<file path="src/rtl/mem_arbiter.sv">
// mem_arbiter: shares one memory port between IF fetch and MEM load/store.
// Build option MEM_ARB_RR_EN: round-robin instead of data-first priority.
module mem_arbiter #(
  parameter int ADDR_W  = 32,
  parameter int DATA_W  = 32,
  parameter int TIMEOUT = 64
) (
  input  logic              clk_i,
  input  logic              rst_ni,
  input  logic              if_req_i,
  input  logic [ADDR_W-1:0] if_addr_i,
  output logic [DATA_W-1:0] if_rdata_o,
  output logic              if_ack_o,
  input  logic              d_req_i,
  input  logic              d_we_i,
  input  logic [ADDR_W-1:0] d_addr_i,
  input  logic [DATA_W-1:0] d_wdata_i,
  output logic [DATA_W-1:0] d_rdata_o,
  output logic              d_ack_o,
  output logic              mem_en_o,
  output logic              mem_we_o,
  output logic [ADDR_W-1:0] mem_addr_o,
  output logic [DATA_W-1:0] mem_wdata_o,
  input  logic [DATA_W-1:0] mem_rdata_i,
  input  logic              mem_ready_i,
  output logic              stall_o,
  output logic              err_o
);

  localparam int CW = $clog2(TIMEOUT) + 1;
  localparam logic [CW-1:0] ONE  = CW'(1);
  localparam logic [CW-1:0] LAST = CW'(TIMEOUT - 1);

  typedef enum logic [1:0] {
    IDLE   = 2'd0,
    IF_ACC = 2'd1,
    D_ACC  = 2'd2
  } state_e;

  state_e            state_q, state_d;
  logic [CW-1:0]     cnt_q, cnt_d;
  logic              en_q, en_d;
  logic              we_q, we_d;
  logic [ADDR_W-1:0] addr_q, addr_d;
  logic [DATA_W-1:0] wdata_q, wdata_d;
  logic              if_ack_q, if_ack_d;
  logic              d_ack_q, d_ack_d;
  logic [DATA_W-1:0] if_rd_q, if_rd_d;
  logic [DATA_W-1:0] d_rd_q, d_rd_d;
  logic              err_q, err_d;

  logic              if_ok, d_ok;
  logic              gnt_if, gnt_d;
  logic              tmo, done;
  logic [DATA_W-1:0] rdata;

  // A requester whose ack is high this cycle is still holding its old req.
  assign if_ok = if_req_i & ~if_ack_q;
  assign d_ok  = d_req_i & ~d_ack_q;

`ifdef MEM_ARB_RR_EN
  logic last_d_q, last_d_d;
  assign gnt_d = d_ok & (~if_ok | ~last_d_q);
`else
  assign gnt_d = d_ok;
`endif
  assign gnt_if = if_ok & ~gnt_d;

  assign tmo   = (cnt_q == LAST) & ~mem_ready_i;
  assign done  = mem_ready_i | tmo;
  assign rdata = mem_ready_i ? mem_rdata_i : '0;

  always_comb begin
    state_d  = state_q;
    cnt_d    = cnt_q;
    en_d     = en_q;
    we_d     = we_q;
    addr_d   = addr_q;
    wdata_d  = wdata_q;
    if_ack_d = 1'b0;
    d_ack_d  = 1'b0;
    if_rd_d  = if_rd_q;
    d_rd_d   = d_rd_q;
    err_d    = err_q;
`ifdef MEM_ARB_RR_EN
    last_d_d = last_d_q;
`endif
    unique case (state_q)
      IDLE: begin
        cnt_d = '0;
        if (gnt_d) begin
          state_d = D_ACC;
          en_d    = 1'b1;
          we_d    = d_we_i;
          addr_d  = d_addr_i;
          wdata_d = d_wdata_i;
`ifdef MEM_ARB_RR_EN
          last_d_d = 1'b1;
`endif
        end else if (gnt_if) begin
          state_d = IF_ACC;
          en_d    = 1'b1;
          we_d    = 1'b0;
          addr_d  = if_addr_i;
          wdata_d = '0;
`ifdef MEM_ARB_RR_EN
          last_d_d = 1'b0;
`endif
        end
      end
      IF_ACC, D_ACC: begin
        if (done) begin
          state_d = IDLE;
          en_d    = 1'b0;
          we_d    = 1'b0;
          err_d   = err_q | tmo;
          if (state_q == IF_ACC) begin
            if_ack_d = 1'b1;
            if_rd_d  = rdata;
          end else begin
            d_ack_d = 1'b1;
            if (!we_q) d_rd_d = rdata;
          end
        end else begin
          cnt_d = cnt_q + ONE;
        end
      end
      default: state_d = IDLE;
    endcase
  end

  always_ff @(posedge clk_i or negedge rst_ni) begin
    if (!rst_ni) begin
      state_q  <= IDLE;
      cnt_q    <= '0;
      en_q     <= 1'b0;
      we_q     <= 1'b0;
      addr_q   <= '0;
      wdata_q  <= '0;
      if_ack_q <= 1'b0;
      d_ack_q  <= 1'b0;
      if_rd_q  <= '0;
      d_rd_q   <= '0;
      err_q    <= 1'b0;
    end else begin
      state_q  <= state_d;
      cnt_q    <= cnt_d;
      en_q     <= en_d;
      we_q     <= we_d;
      addr_q   <= addr_d;
      wdata_q  <= wdata_d;
      if_ack_q <= if_ack_d;
      d_ack_q  <= d_ack_d;
      if_rd_q  <= if_rd_d;
      d_rd_q   <= d_rd_d;
      err_q    <= err_d;
    end
  end

`ifdef MEM_ARB_RR_EN
  always_ff @(posedge clk_i or negedge rst_ni) begin
    if (!rst_ni) last_d_q <= 1'b0;
    else         last_d_q <= last_d_d;
  end
`endif

  assign if_rdata_o  = if_rd_q;
  assign if_ack_o    = if_ack_q;
  assign d_rdata_o   = d_rd_q;
  assign d_ack_o     = d_ack_q;
  assign mem_en_o    = en_q;
  assign mem_we_o    = we_q;
  assign mem_addr_o  = addr_q;
  assign mem_wdata_o = wdata_q;
  assign err_o       = err_q;
  assign stall_o     = (if_req_i & ~if_ack_q) | (d_req_i & ~d_ack_q);

endmodule
</file>
<file path="config.mk">
export PLATFORM = sky130hd
export DESIGN_NAME = mem_arbiter
export DESIGN_NICKNAME = d
export VERILOG_FILES = /design/src/rtl/mem_arbiter.sv
export SDC_FILE = /design/constraint.sdc
export NUM_CORES = 1
export LEC_CHECK = 0
export BUFFER_PORTS_ARGS = -buffer_cell sky130_fd_sc_hd__buf_2
export CAP_MARGIN = 20
export CORE_MARGIN = 2
export CORE_UTILIZATION = 45
export CTS_BUF_LIST = sky130_fd_sc_hd__clkbuf_16
export CTS_CLUSTER_DIAMETER = 30
export CTS_CLUSTER_SIZE = 10
export DETAILED_ROUTE_END_ITERATION = 7
export GPL_TIMING_DRIVEN = 0
export PLACE_DENSITY = 0.81
export SKIP_CTS_REPAIR_TIMING = 1
export SYNTH_ARGS = -nofsm -noshare
export SYNTH_HDL_FRONTEND = slang
export SYNTH_SLANG_ARGS = --single-unit
</file>
<file path="constraint.sdc">
create_clock -name clk_i -period 3.2 [get_ports clk_i]
set_input_delay 0.96 -clock clk_i [delete_from_list [all_inputs] [get_ports clk_i]]
set_output_delay 0.96 -clock clk_i [all_outputs]
set_load 0.01 [all_outputs]
</file>
# [Yosys cells after proc, flatten, opt, wreduce, memory -nomap -nowiden]
# Cells that the tools add are included.
[totals] inputBits=134 register_bits=142 output_inout_bits=134
[op_classes] eq_ne=6 mux=24 n_bitwise=13 n_addsub=1 n_reduce_logical=11
[ops] cell="$mux 32" count=5
[ops] cell="$pmux 7 s2" count=1
[ops] cell="$mux 1" count=11
[ops] cell="$reduce_and 2->1" count=4
[ops] cell="$add 7x1->7 const B" count=1
[ops] cell="$eq 7x6->1 const B" count=1
[ops] cell="$mux 7" count=1
[ops] cell="$mux 2" count=3
[ops] cell="$not 1->1" count=6
[ops] cell="$reduce_and 3->1" count=2
[ops] cell="$and 1x1->1" count=4
[ops] cell="$ne 2x2->1 const B" count=2
[ops] cell="$pmux 1 s2" count=2
[ops] cell="$pmux 2 s2" count=1
[ops] cell="$reduce_and 4->1" count=1
[ops] cell="$reduce_bool 2->1" count=2
[ops] cell="$ne 3x3->1 const B" count=1
[ops] cell="$or 1x1->1" count=3
[ops] cell="$eq 2x1->1 const B" count=1
[ops] cell="$eq 2x2->1 const B" count=1
[ops] cell="$logic_not 2->1" count=1
[ops] cell="$reduce_or 2->1" count=1

# [Depth between registers and ports, before layout]
[depth] depth_word=7 ltp_mapped=7 depth_no_buf=6

# [Least setup slack after synthesis]
# Ideal clock, no wire load.
[synth_path] path_kind="input to output" from="in d_req_i" to="out stall_o" slack_ns=0.803 path_buffers=0 arrival_time_ns=1.437 cell_stages=2 path_cell_list="nor2b_1 > or2_2"
[synth_between] elab_chain_cells=2
[synth_lines] element="start: declaration" line_no="14" source="input logic d_req_i,"
[synth_lines] element="$and 1x1->1" line_no="176" source="assign stall_o = (if_req_i & ~if_ack_q) | (d_req_i & ~d_ack_q);"
[synth_lines] element="$or 1x1->1" line_no="176"
[synth_lines] element="end: declaration" line_no="26" source="output logic stall_o,"
# Every way passes these cells.

# [Worst setup path after layout]
# Same ends and word-level chain as after synthesis.

==> flow_metrics.tcl <==
set metrics [dict create \
    r2r_end "if_rdata_o[18]$_DFFE_PN0P_" \
    diodes 0 \
    pwr_density_cell_nw_per_um2 1070 \
    muxShareOfSynthArea_pct 5.61 \
    cp_max_fo 4 \
    clkTransAtPathRegs_ns 0.06 \
    period_needed_ns 2.66 \
    routed.top_layer "met5" \
    max_cap_violations 0 \
    first_iter_violations 397 \
    slew_viol_final 0 \
    r2r_cells 6 \
    post-route-drc-count 0 \
    via_per_inst 5.26 \
    status "completed" \
    grt_pass1_vias 5339 \
    die_x_um 118 \
    worstSetupStartpointType "primary input" \
    slowest_delay_ns 0.33 \
    rsz0062_at_grt "no" \
    post_synth.cell_area_avg_sq_um 11.6 \
    wl_per_cell_um 17.5 \
    synthAdderAreaFrac_pct 0.637 \
    synth_compound_area_share_pct 17.6 \
    start_util_pct 46.3 \
    die_h_um 118 \
    hp-class "reg -> reg" \
    relSlewSlack_pct 55.6 \
    portBuffers 266 \
    fin_area_sq_um 8160 \
    finalSetupViolCount 0 \
    hp-start "err_o$_DFFE_PN0P_" \
    ant_nets 0 \
    crit_buf_inv 2 \
    synth_seq_cells 142 \
    cts_tree "built" \
    hold_viol 0 \
    syn-cell-area_sq_um 5890 \
    ys_warn_count 0 \
    setup_tns_ns 0 \
    track_usage_pct 24.9 \
    leakagePower_nw 4.38 \
    crit_required_ns 2.24 \
    first_pass_iters 4 \
    die-area_sq_um 14000 \
    cp-end-kind "output port" \
    wl_met2_um 8450 \
    worstReg2RegStart "state_q[1]$_DFFE_PN0P_" \
    routabilityCongestion 0.825 \
    fin_total_pwr_mw 8.73 \
    synth_cell_types 38 \
    rows 41 \
    final_nets 929 \
    crit_top_cell "buf_2" \
    worstHoldEndpoint "err_o$_DFFE_PN0P_" \
    synthXorXnorAreaFrac_pct 0 \
    grt_overflow_total 0 \
    synth_top_family_by_area "compound AO/OA/AOI/OAI gates" \
    syn2layout_area_growth_pct 38.6 \
    crit_chain "buf_2, nor2b_1, or2_2, buf_2" \
    wl_um 17100 \
    post_dp_cell_area_sq_um 7470 \
    core-area_sq_um 12700 \
    cts_inserted_buffers 17 \
    hpwl_um 12700 \
    cts-root-buf "clkbuf_16" \
    synth_cells 506 \
    final_common_cell "buf_2" \
    clkLatencyLatePin_ns 0.42 \
    drive_gt1_share_pct 41.5 \
    cts_buffer_depth 2 \
    reg2reg_setup_slack_ns 1.26 \
    cp_num_cells 4 \
    pin_count 268 \
    worst_slew_pin_slew_ns 0.666 \
    whs_path_depth 1 \
    arrival_ns 1.70 \
    final.period_utilization_pct 83.0 \
    criticalPathCategory "in -> out" \
    grt_start_max_net_pins 75 \
    holdWs_ns 0.465 \
    num_vias 5135 \
    synth_simple_gate_area_share_pct 9.43 \
    htreeDepth 4 \
    fmax_mhz 376 \
    irDropWorstVdd_mv 0.699 \
    final_core_util_pct 64.1 \
    antenna_found_initial 2 \
    cp_top_family "simple AND/OR/NAND/NOR gates" \
    synth_nets 643 \
    wl_met1_um 6640 \
    clock_sinks 142 \
    timing.clock.skew_ns 0.00617 \
    yosysSeqAreaShare_pct 60.3 \
    cp_slowest_cell "or2_2" \
    final_cell_mix "buf_2 (284), dfrtp_1 (142), o21ai_0 (66), a22o_1 (64), nand2_1 (44)" \
    grt_first_pass_wirelength_um 27300 \
    wl_met3_um 1390 \
]
area by class of cell:
class,count,area (sq um)
clock inverter,15,267
fill,1060,4560
tap,172,215
clock buffer,17,425
multi-input combinational,286,1960
buffer,42,241
timing repair buffer,267,1370
sequential,142,3550
inverter,36,135
cell usage after synthesis:
library cell / instances / area (sq um)
a21o_1: 1 / 7.51
a21oi_1: 4 / 20.0
a22o_1: 64 / 561
a31o_2: 1 / 8.76
a31oi_1: 1 / 6.26
and2_1: 1 / 6.26
and3_1: 1 / 6.26
and3b_1: 2 / 17.5
and4bb_2: 1 / 12.5
buf_2: 19 / 95.1
buf_4: 1 / 7.51
buf_6: 6 / 67.6
buf_8: 1 / 15.0
clkbuf_1: 15 / 56.3
dfrtp_1: 142 / 3550
ha_1: 3 / 37.5
inv_1: 36 / 135
mux2i_1: 33 / 330
nand2_1: 44 / 165
nand2b_1: 5 / 31.3
nand3_1: 5 / 25.0
nand4_1: 32 / 200
nand4_4: 1 / 21.3
nand4b_4: 1 / 23.8
nor2_1: 2 / 7.51
nor2b_1: 2 / 12.5
o211ai_1: 4 / 30.0
o21ai_0: 66 / 330
o21ai_1: 2 / 10.0
o21ai_2: 1 / 8.76
o21ba_2: 1 / 10.0
o21bai_1: 1 / 7.51
o21bai_4: 1 / 18.8
o221ai_1: 1 / 8.76
o31ai_1: 1 / 7.51
or2_2: 1 / 6.26
or3_1: 2 / 12.5
or4_1: 1 / 7.51
where the power goes:
part | internal (mW) | switching, mW
sequential | 2.61 | 0.433
combinational | 1.41 | 1.97
clock | 1.54 | 0.765
total | 5.55 | 3.17
per-layer routing:
| layer | up-vias | GRT usage [%] |
|---|---|---|
| li1 | 2386 | - |
| met1 | 2489 | 29.0 |
| met2 | 214 | 41.2 |
| met3 | 42 | 9.22 |
| met4 | 4 | 10.9 |
| met5 | - | 0 |
kinds of logic after synthesis:
group / after synthesis
AO/OA/AOI/OAI: 149
flip-flops: 142
multiplexers: 33
buffers and inverters: 78
AND/OR/NAND/NOR: 101
adder cells (fa/ha/maj): 3
sequential cells by signal, summed over array words and instances, names as in the netlist:
signal,count
mem_wdata_o,32
mem_addr_o,32
if_rdata_o,32
state_q,2
cnt_q,7
if_ack_o,1
d_rdata_o,32
mem_en_o,1
mem_we_o,1
d_ack_o,1
err_o,1
worst register-to-register path, stage by stage (launching register included):
cell,delay [ns]
dfrtp_1,0.36
inv_1,0.08
ha_1,0.47
buf_2,0.30
clkbuf_1,0.38
nand4_1,0.16
o21ai_0,0.12
how the worst max path moves through the flow:
stage             from                          to  slack [ns]
2_1_floorplan  d_req_i                     stall_o        0.80
3_3_place_gp    rst_ni  mem_addr_o[20]$_DFFE_PN0P_       -0.79
3_5_place_dp   d_req_i                     stall_o        0.54
4_1_cts        d_req_i                     stall_o        0.54
5_1_grt        d_req_i                     stall_o        0.51
6_report       d_req_i                     stall_o        0.54
per-stage QoR:
step | setup WS [ns] | cells
global placement | -0.787 | 944
detailed placement | 0.540 | 945
CTS | 0.538 | 977
global route | 0.511 | 977
floorplan | 0.803 | 506
finish | 0.544 | 977
Power figures use the tool's default switching activity.
